**src/rtl/ct_fadd_close_s2_h.sv**
```systemverilog
// ct_fadd_close_s2_h: half-precision close-path normalize stage (EX2 -> EX3) with ff1 correction and denormal clamp
module ct_fadd_close_s2_h (
  input  logic        forever_cpuclk,
  input  logic        cpurst,
  input  logic        pipe_flush,
  input  logic        pipe_stall,
  input  logic        ex1_vld,
  input  logic [11:0] ex1_close_sum,
  input  logic        ex1_close_op_chg,
  input  logic [5:0]  ex1_ff1_pred,
  input  logic [4:0]  ex1_expnt,
  input  logic        ex1_sign,
  input  logic [2:0]  ex1_rm,
  output logic        ex3_vld,
  output logic [11:0] ex3_mant,
  output logic [4:0]  ex3_expnt,
  output logic        ex3_sign,
  output logic        ex3_zero,
  output logic        ex3_denorm,
  output logic        ex3_ff1_err
);
  logic        ex2_vld;
  logic [11:0] ex2_sum;
  logic        ex2_op_chg;
  logic [5:0]  ex2_ff1_pred;
  logic [4:0]  ex2_expnt;
  logic        ex2_sign;
  logic [2:0]  ex2_rm;
  logic [11:0] mag, t, mant;
  logic [3:0]  pred;
  logic [6:0]  want, max_sh, sh;
  logic [4:0]  expnt;
  logic        zero, extra, normal, sign, denorm;
  always_comb begin
    mag    = ex2_op_chg ? 12'd0 - ex2_sum : ex2_sum;
    pred   = ex2_ff1_pred > 6'd11 ? 4'd11 : ex2_ff1_pred[3:0];
    t      = mag << pred;
    zero   = ~|mag;
    extra  = ~t[11] & ~zero;
    want   = {3'd0, pred} + {6'd0, extra};
    max_sh = {2'd0, ex2_expnt} - 7'd1;
    normal = want <= max_sh;
    sh     = normal ? want : max_sh;
    mant   = mag << sh;
    expnt  = (zero | ~normal) ? 5'd0 : ex2_expnt - want[4:0];
    sign   = zero ? (ex2_rm == 3'b010) : ex2_sign ^ ex2_op_chg;
    denorm = ~zero & ~normal;
  end
  always_ff @(posedge forever_cpuclk or posedge cpurst) begin
    if (cpurst) begin
      ex2_vld      <= 1'b0;
      ex2_sum      <= 12'd0;
      ex2_op_chg   <= 1'b0;
      ex2_ff1_pred <= 6'd0;
      ex2_expnt    <= 5'd0;
      ex2_sign     <= 1'b0;
      ex2_rm       <= 3'd0;
      ex3_vld      <= 1'b0;
      ex3_mant     <= 12'd0;
      ex3_expnt    <= 5'd0;
      ex3_sign     <= 1'b0;
      ex3_zero     <= 1'b0;
      ex3_denorm   <= 1'b0;
      ex3_ff1_err  <= 1'b0;
    end else begin
      ex2_vld <= pipe_flush ? 1'b0 : pipe_stall ? ex2_vld : ex1_vld;
      ex3_vld <= pipe_flush ? 1'b0 : pipe_stall ? ex3_vld : ex2_vld;
      if (ex1_vld & ~pipe_stall) begin
        ex2_sum      <= ex1_close_sum;
        ex2_op_chg   <= ex1_close_op_chg;
        ex2_ff1_pred <= ex1_ff1_pred;
        ex2_expnt    <= ex1_expnt;
        ex2_sign     <= ex1_sign;
        ex2_rm       <= ex1_rm;
      end
      if (ex2_vld & ~pipe_stall) begin
        ex3_mant    <= mant;
        ex3_expnt   <= expnt;
        ex3_sign    <= sign;
        ex3_zero    <= zero;
        ex3_denorm  <= denorm;
        ex3_ff1_err <= extra;
      end
    end
  end
endmodule

```
**config.mk**
```make
export PLATFORM = sky130hd
export DESIGN_NAME = ct_fadd_close_s2_h
export DESIGN_NICKNAME = d
export VERILOG_FILES = /design/src/rtl/ct_fadd_close_s2_h.sv
export SDC_FILE = /design/constraint.sdc
export NUM_CORES = 1
export LEC_CHECK = 0
export CAP_MARGIN = 20
export CORE_MARGIN = 3
export CORE_UTILIZATION = 35
export CTS_CLUSTER_DIAMETER = 60
export DETAILED_ROUTE_END_ITERATION = 10
export PLACE_DENSITY = 0.62
export SYNTH_ARGS = -nofsm -noshare
export SYNTH_HDL_FRONTEND = slang
export SYNTH_SLANG_ARGS = --single-unit
```
**constraint.sdc**
```tcl
create_clock -name forever_cpuclk -period 8.9 [get_ports forever_cpuclk]
set_input_delay 0.89 -clock forever_cpuclk [delete_from_list [all_inputs] [get_ports forever_cpuclk]]
set_output_delay 0.89 -clock forever_cpuclk [all_outputs]
set_load 0.1 [all_outputs]
```
# [Word level (Yosys, flattened, before mapping)]
# Cells that the tools add are included.
[totals] regBits=51 input_bits=33 out_inout_bits=22 word_cells=44
[classes] muxes=9 shifts=2 n_addsub=4 magnitude_cmp=2 eq_ne=2 bitwise_logic=9 reduce_logical=2
[ops] operator="$mux 12" count=1
[ops] operator="$reduce_or 12->1" count=1
[ops] operator="$shl 12x4->12" count=1
[ops] operator="$shl 12x7->12" count=1
[ops] operator="$sub 1x12->12 const A" count=1
[ops] operator="$le 5x7->1" count=1
[ops] operator="$mux 7" count=1
[ops] operator="$gt 6x4->1 const B" count=1
[ops] operator="$sub 5x1->6 const B" count=1
[ops] operator="$add 4x1->5" count=1
[ops] operator="$mux 1" count=5
[ops] operator="$mux 5" count=1
[ops] operator="$sub 5x5->5" count=1
[ops] operator="$and 1x1->1" count=4
[ops] operator="$mux 4" count=1
[ops] operator="$eq 3x2->1 const B" count=1
[ops] operator="$not 1->1" count=3
[ops] operator="$ne 2x2->1 const B" count=1
[ops] operator="$logic_not 1->1" count=1
[ops] operator="$or 1x1->1" count=1
[ops] operator="$xor 1x1->1" count=1

# [Longest topological paths before layout]
# Gate-level depths: netlist of run 1.
[logic_depth] ltp_word=10 mapped_depth=25 ltp_nobuf=23

# [Least setup slack after synthesis of run 1]
# No wires, ideal clock.
[synth_timing] path_kind="reg-to-reg" from="register ex2_sum[0]" to="register ex3_mant[8]" path_slack_ns=3.857 arrival_time_ns=4.947 period_less_slack_ns=5.043 path_stages_with_launch=23 n_path_buf=1 required_time_ns=8.804 setup_ns=0.096 cell_sequence="dfrtp_1 > clkbuf_1 > inv_1 > ha_1 > inv_1 > or3_1 > o41ai_1 > xor2_1 > nand2_1 > nor4_4 > nor2_1 > ha_1 > nand3_1 > nand2_1 > a21oi_1 > ha_1 > nand3_1 > a211o_1 > a21oi_4 > mux2i_4 > mux2_1 > and3_1 > a311oi_2"
[synth_between] elab_chain_cells=9 elab_cells_between_ends=10 cone_classes="add/sub: 2; order compare: 1; shift: 2; mux: 2; bitwise: 2; reduce/logical: 1"
[synth_lines] item="from (decl)" line_no="23" text="logic [11:0] ex2_sum;"
[synth_lines] item="from (signal assigned)" line_no="69" text="ex2_sum <= ex1_close_sum;"
[synth_lines] item="$sub 1x12->12" line_no="35" text="mag = ex2_op_chg ? 12'd0 - ex2_sum : ex2_sum;"
[synth_lines] item="$mux 12 *" line_no="35"
[synth_lines] item="$shl 12x4->12" line_no="37" text="t = mag << pred;"
[synth_lines] item="$not 1->1" line_no="39" text="extra = ~t[11] & ~zero;"
[synth_lines] item="$and 1x1->1 *" line_no="39"
[synth_lines] item="net extra" line_no="33" text="logic zero, extra, normal, sign, denorm;"
[synth_lines] item="$add 4x1->5 *" line_no="40" text="want = {3'd0, pred} + {6'd0, extra};"
[synth_lines] item="$le 5x7->1" line_no="42" text="normal = want <= max_sh;"
[synth_lines] item="$mux 7 *" line_no="43" text="sh = normal ? want : max_sh;"
[synth_lines] item="$shl 12x7->12 *" line_no="44" text="mant = mag << sh;"
[synth_lines] item="to (signal assigned)" line_no="77" text="ex3_mant <= mant;"
[synth_lines] item="to (decl)" line_no="15" text="output logic [11:0] ex3_mant,"
# The timed path passes the listed nets; every way through them passes the cells marked *.
# A chain may end at the register's enable or synchronous reset.

# [Final worst setup path of run 1]
# Ends and elaborated chain as after synthesis.

==> metrics.md, run 1 <==
| Metric | Value |
|---|---|
| DRC Markers | 0 |
| Post-CTS Resized | 0 |
| Worst-path clk slew | 0.09 ns |
| Minimum clock period | 6.119 ns |
| Die height | ~110 um |
| N_diodes | 0 |
| Core ar. | 0.009415 mm^2 |
| Total GRT Usage | 14.09% |
| # rows | 35 |
| TritonRoute pass-1 iters | 4 |
| Synth Register Bits | slightly above 50 |
| Required @ worst endpoint | 9.12 ns |
| Cell Pwr Density | approximately 310 mW/mm^2 |
| Final Hold Vio Count | 0 |
| Clock sinks | 51 |
| Peak VDD IR | 147.3 uV |
| Total routed wirelength | 7584 um |
| Slew @ Worst Pin | 0.9807 ns |
| Worst Skew | between 0.01 and 0.015 ns |
| Die area | around 0.011 mm^2 |
| # Post-CTS Setup Buffers | 0 |
| Vias in the first global route | 2560 |
| Placed Area | 0.004091 mm^2 |
| Post-DP HPWL | 5890 um |
| CTS max path bufs | 2 |
| Worst setup SP type | flip-flop |
| Netlist area before placement | 0.003442 mm^2 |
| Final core utilization | 44.32% |
| Mapped Nets | about 380 |
| GPL Wtd Cong | 0.8874 |
| Endpoints failing setup | 0 |
| Post-Synthesis Cells | around 330 |
| Antenna-violating nets left | 0 |
| RSZ-0062 raised after global routing | false |
| Die Span X | 105.2 um |
| Count of cell types in the netlist | 59 |
| Top_reg_cell synth | dfrtp_1 |
| Slew Viols, Final | 0 |
| Slew headroom | roughly a third |
| Yosys warning count | 0 |
| CTS buffer count | 5 |
| Nets | 423 |
| TritonCTS clock tree | done |
| Initial antenna violation count | 0 |
| Crit. End Element | flip-flop |
| Fin crit share | 68.75% |
| CP max FO | 15 |
| WL/cell | 14.96 um |
| Ratio of cells with drive above 1 in the final layout | 16.14% |
| Seq/Total Area, Yosys | 37.08% |
| Final Instance Area | ~0.0042 mm^2 |
| Total negative slack | 0 ns |
| Fin Hold WS | 0.5041 ns |
| H-tree depth | 2 |
| CTS Root Cell | clkbuf_8 |
| Setup CP Type | flip-flop to flip-flop |
| Min-Delay Path Class | flip-flop to flip-flop |
| CP Data Arrival Time | 6.34 ns |
| DRT iter0 DRCs | 62 |
| Starting Density | 36.56% |
| Total I/O pin count | 55 |
| Clk_lat worst skew | 0.31 ns |
| Status | complete, no violations |
| Syn Area/Cell | about 10 um^2 |
| Number of port buffers | 54 |
| Leak pwr | between 1.5 and 2 nW |
| Fmax | approximately 0.16 GHz |
| Max-cap violations | 0 |
| Gr ovfl total | 0 |
| Vias per inst | ~5.2 |
| Post-synth EDFFs | 0 |
| Area growth syn-to-layout | 21.23% |
| DR vias | roughly 2600 |
| Largest net degree at the start of global routing | 34 |
| First-pass GRT wire length | 12740 um |
| Async SR Flop Fraction | 100.0% |
| CTS Hold Bufs | 0 |
| Tot Pwr | 1.274 mW |
[state kept, by name, indices dropped and copies added (netlist names)]
| signal | cells |
|---|---|
| ex2_rm | 3 |
| ex2_op_chg | 1 |
| ex3_expnt | 5 |
| ex2_sign | 1 |
| ex2_vld | 1 |
| ex3_mant | 12 |
| ex2_expnt | 5 |
| ex2_sum | 12 |
| ex3_vld | 1 |
| ex2_ff1_pred | 6 |
| ex3_denorm | 1 |
| ex3_sign | 1 |
| ex3_zero | 1 |
| ex3_ff1_err | 1 |
[report_power, final]
| group | internal, mW | switching, mW | total [mW] |
|---|---|---|---|
| Combinational | 0.284 | 0.530 | 0.813 |
| Clock | 0.0554 | 0.0757 | 0.131 |
| Sequential | 0.282 | 0.0474 | 0.329 |
[cell usage in the layout (no fill, tap or decap), types with 6 or more instances in the layout]
| cell | instances |
|---|---|
| ha_1 | 13 |
| dfrtp_1 | 51 |
| nand3_1 | 7 |
| xor2_1 | 6 |
| inv_1 | 16 |
| clkdlybuf4s50_1 | 54 |
| o21ai_0 | 11 |
| nor2_1 | 10 |
| nand2_1 | 25 |
| mux2i_1 | 17 |
| a21oi_1 | 13 |
| a22o_1 | 9 |
| mux2_2 | 30 |
| xnor2_1 | 13 |
| o31ai_1 | 8 |
[metrics by stage]
step	setup WS [ns]	instances
3_5_place_dp	2.822	499
6_report	2.781	507
2_1_floorplan	3.857	329
4_1_cts	2.783	507
3_3_place_gp	3.048	498
5_1_grt	2.351	507
[kinds of logic (layout without fill, tap and decap cells)]
kind of cell	after synthesis	in the layout	synth area share, %
compound gates	74	74	16.76
xor+xnor	20	20	5.307
fa+ha+maj	14	14	5.016
buf+inv	33	82	4.471
flops	51	51	37.08
mux	56	56	18.61
other cells	1	1	0.1089
simple gates	80	80	12.65
[metal layers]
| metal | global-route usage (%) | vias up | routed length, um | share of wire [%] |
|---|---|---|---|---|
| met5 | 0 | - | 0 | 0 |
| met4 | 4.405 | 0 | 148 | 2.0 |
| met1 | 19.55 | 1248 | 3679 | 49 |
| li1 | - | 1308 | - | - |
| met2 | 22.32 | 56 | 3451 | 46 |
| met3 | 2.471 | 9 | 305 | 4.0 |
[cells in the mapped netlist (all sizes together) (3+ instances only)]
cell type,n,area [um^2]
a211oi,7,62.56
a21oi,15,97.59
a221oi,4,41.29
a22o,9,78.83
buf,4,45.04
clkbuf,12,45.04
dfrtp,51,1276
ha,13,162.7
inv,17,63.81
mux2,35,397.9
mux2i,21,242.7
nand2,25,93.84
nand2b,4,27.53
nand3,7,35.03
nor2,12,55.06
nor2b,4,25.02
nor3,7,45.04
nor3b,4,30.03
nor4,4,40.04
o21ai,14,70.06
o31ai,8,60.06
o41ai,3,26.28
or3,5,31.28
xnor2,13,113.9
xor2,7,68.82
[final timing paths]
kind                            depth (start not counted)        start     endpoint  slack, ns
worst max-delay path                                   21   ex2_sum[0]  ex3_mant[8]       2.78
worst min-delay path                                    2  ex3_mant[5]  ex3_mant[5]       0.50
worst max register to register                         21   ex2_sum[0]  ex3_mant[8]       2.78
worst min register to register                          2  ex3_mant[5]  ex3_mant[5]       0.50
max in group asynchronous                               3       cpurst  ex3_mant[8]       7.45
min in group asynchronous                               2       cpurst    ex2_rm[1]       0.93
[area by class of cell]
class / instances / area, um^2
clock buffer: 7 / 76.32
clock inverter: 1 / 5.005
fill: 891 / 5243
inverter: 17 / 63.81
multi-input combinational: 245 / 2014
sequential: 51 / 1276
tap: 129 / 161.4
timing repair buffer: 57 / 575.6
[critical path: stages (launching register included)]
cell and delay, ns:
dfrtp_1 0.50, inv_1 0.15, ha_1 0.17, inv_1 0.06
or3_1 0.37, o41ai_1 0.32, xor2_1 0.34, nand2_1 0.16
nor4_4 0.44, nor2_1 0.13, ha_1 0.28, nand3_1 0.10
nand2_1 0.11, a21oi_1 0.42, ha_1 0.21, nand3_1 0.10
a211o_1 0.31, a21oi_4 0.41, mux2i_4 0.62, mux2_1 0.38
and3_1 0.19, a311oi_2 0.22
(Power assumes the default switching activity.)
==> inputs of run 2 (changes only) <==
clock period = 5.67 ns   (was 8.9 ns; I/O delays follow)
==> metrics.md, run 2 (same netlist as run 1, synthesis figures left out) <==
| Metric | Value |
|---|---|
| Cell Pwr Density | 497.9 mW/mm^2 (+63%) |
| Clock sinks | 51 (unchanged) |
| Max-cap violations | 0 (unchanged) |
| Vias in the first global route | 2538 (-0.86%) |
| Min-Delay Path Class | flip-flop to flip-flop |
| Most used cell, CP | ha_1 |
| DRT iter0 DRCs | 54 (-13%) |
| DR vias | 2661 (+1.5%) |
| Leak pwr | 1.757 nW (+5.6%) |
| Crit path max-delay cell type | dfrtp_1 |
| DRC Markers | 0 (unchanged) |
| Required @ worst endpoint | 5.89 ns (-3.23 ns) |
| Slew Viols, Final | 0 (unchanged) |
| N_diodes | 0 (unchanged) |
| Slowest Stage Delay on Critical Path | 0.50 ns (-0.12 ns) |
| Die height | 105.2 um (unchanged) |
| Post-DP HPWL | 6142 um (+4.3%) |
| Total I/O pin count | 55 (unchanged) |
| Critical path, cell by cell | inv_1, ha_1, inv_1, or3_1, o41ai_2, xor2_1, o21ai_0, nor4_1, nor3_1, nor2_1, ha_1, nand3_1, nand2_1, a21oi_1, ha_1, nand3_1, a21o_1, nor3b_2, a21oi_4, buf_4, mux2i_1, mux2_1, and3_1, a311oi_2 |
| Crit. End Element | flip-flop |
| Die area | 0.01106 mm^2 (unchanged) |
| GPL Wtd Cong | 0.8533 (-3.8%) |
| # rows | 35 (unchanged) |
| Peak VDD IR | 248.2 uV (+68%) |
| Gr ovfl total | 0 (unchanged) |
| Core ar. | 0.009415 mm^2 (unchanged) |
| Number of port buffers | 54 (unchanged) |
| CTS max path bufs | 2 (unchanged) |
| Top Registers | ex2_sum x12, ex3_mant x12, ex2_ff1_pred x6 |
| Vias per inst | 5.117 (-1.0%) |
| CP Data Arrival Time | 5.51 ns (-0.83 ns) |
| Worst Skew | 0.008333 ns (-0.003010 ns) |
| Fmax | 0.1890 GHz (+16%) |
| H-tree depth | 2 (unchanged) |
| Fin Hold WS | 0.4909 ns (-0.01319 ns) |
| Starting Density | 36.56% (unchanged) |
| Initial antenna violation count | 0 (unchanged) |
| Worst Path Buf+Inv | 3 (+1) |
| CTS Root Cell | clkbuf_8 |
| Largest net degree at the start of global routing | 52 (+53%) |
| TritonRoute pass-1 iters | 4 (unchanged) |
| WL/cell | 14.97 um (about the same) |
| Most frequent cells in the layout | clkdlybuf4s50_1 (54), dfrtp_1 (51), mux2_2 (30) |
| Minimum clock period | 5.291 ns (-0.8282 ns) |
| Slew @ Worst Pin | 0.9917 ns (+0.01102 ns) |
| Die Span X | 105.2 um (unchanged) |
| Worst setup SP type | flip-flop |
| Total routed wirelength | 7783 um (+2.6%) |
| Antenna-violating nets left | 0 (unchanged) |
| CTS buffer count | 5 (unchanged) |
| Total GRT Usage | 14.29% (+0.20 points) |
| Nets | 436 (+3.1%) |
| Clk_lat worst skew | 0.31 ns (about the same) |
| First-pass GRT wire length | 12870 um (+1.0%) |
| Setup CP Type | flip-flop to flip-flop |
| Worst-path clk slew | 0.10 ns (about the same) |
| Final core utilization | 46.21% (+1.9 points) |
| Commonest non-fill, non-tap cell in the layout | clkdlybuf4s50_1 |
| TritonCTS clock tree | done |
| Slew headroom | 33.68% (-0.74 points) |
| CP max FO | 10 (-5) |
| Final Hold Vio Count | 0 (unchanged) |
| Fin crit share | 93.31% (+25 points) |
| Ratio of cells with drive above 1 in the final layout | 20.72% (+4.6 points) |
| Worst path top cell family by delay | simple AND/OR/NAND/NOR gates |
| Area growth syn-to-layout | 26.39% |
| Status | complete, no violations |
| Endpoints failing setup | 0 (unchanged) |
-- run 2: cell types whose count changed in the layout (fill, tap and decap cells not counted), sizes merged --
cell	change
clkinv	-1
clkinvlp	+1
bufinv	+2
buf	+13
clkbuf	-2
-- run 2: per-stage QoR --
step                      power (mW)  setup WS, ns  cells   TNS [ns]  area (um^2)
after floorplan                1.549        0.6271    329          0         3442
after global placement         1.842        0.3676    508          0         4146
after detailed placement       1.851        0.3188    508          0         4146
after CTS                      2.161        0.2377    516          0         4283
after global routing           2.301     -0.008027    520  -0.008027         4350
final                          2.166        0.3792    520          0         4350
-- run 2: final timing paths --
path                                        end  cells past startpoint  startpoint  slack (ns)
worst max-delay path                ex3_mant[8]                     24  ex2_sum[0]        0.38
worst min-delay path                 ex3_denorm                      2  ex3_denorm        0.49
worst max register to register      ex3_mant[8]                     24  ex2_sum[0]        0.38
worst min register to register       ex3_denorm                      2  ex3_denorm        0.49
max in group asynchronous           ex3_mant[2]                      3      cpurst        4.52
min in group asynchronous       ex2_ff1_pred[1]                      2      cpurst        0.62
-- run 2: worst reg2reg max path, stage by stage (launching register included) --
cell	delay [ns]
dfrtp_1	0.50
inv_1	0.14
ha_1	0.18
inv_1	0.07
or3_1	0.40
o41ai_2	0.27
xor2_1	0.27
o21ai_0	0.14
nor4_1	0.25
nor3_1	0.11
nor2_1	0.15
ha_1	0.27
nand3_1	0.10
nand2_1	0.15
a21oi_1	0.11
ha_1	0.29
nand3_1	0.11
a21o_1	0.19
nor3b_2	0.17
a21oi_4	0.26
buf_4	0.24
mux2i_1	0.12
mux2_1	0.32
and3_1	0.19
a311oi_2	0.22
-- run 2: area by class of cell --
cell class / count / area [um^2]
fillers: 918 / 5065
multi-input cells: 245 / 2039
flip-flops and latches: 51 / 1276
repair buffers: 70 / 673.1
well taps: 129 / 161.4
clock buffers: 5 / 68.82
clock inverters: 3 / 67.56
inverters: 17 / 63.81
-- run 2: what timing repair did --
| item | in CTS | in global routing |
|---|---|---|
| setup buffers | 0 | 3 |
| resized for setup | 0 | 6 |
| endpoints found under the setup margin | 0 | 10 |
| hold buffers | 0 | 0 |
-- run 2: power by group --
group	internal, mW	total, mW	switching, mW
Combinational	0.499	1.35	0.847
Clock	0.176	0.302	0.126
Sequential	0.442	0.517	0.0750
-- run 2: layer usage --
layer	up-vias	GRT usage, %	routed length [um]
li1	1329	-	-
met1	1260	19.87	3748
met2	63	22.96	3580
met3	9	2.100	317
met4	0	4.311	136
met5	-	0	0
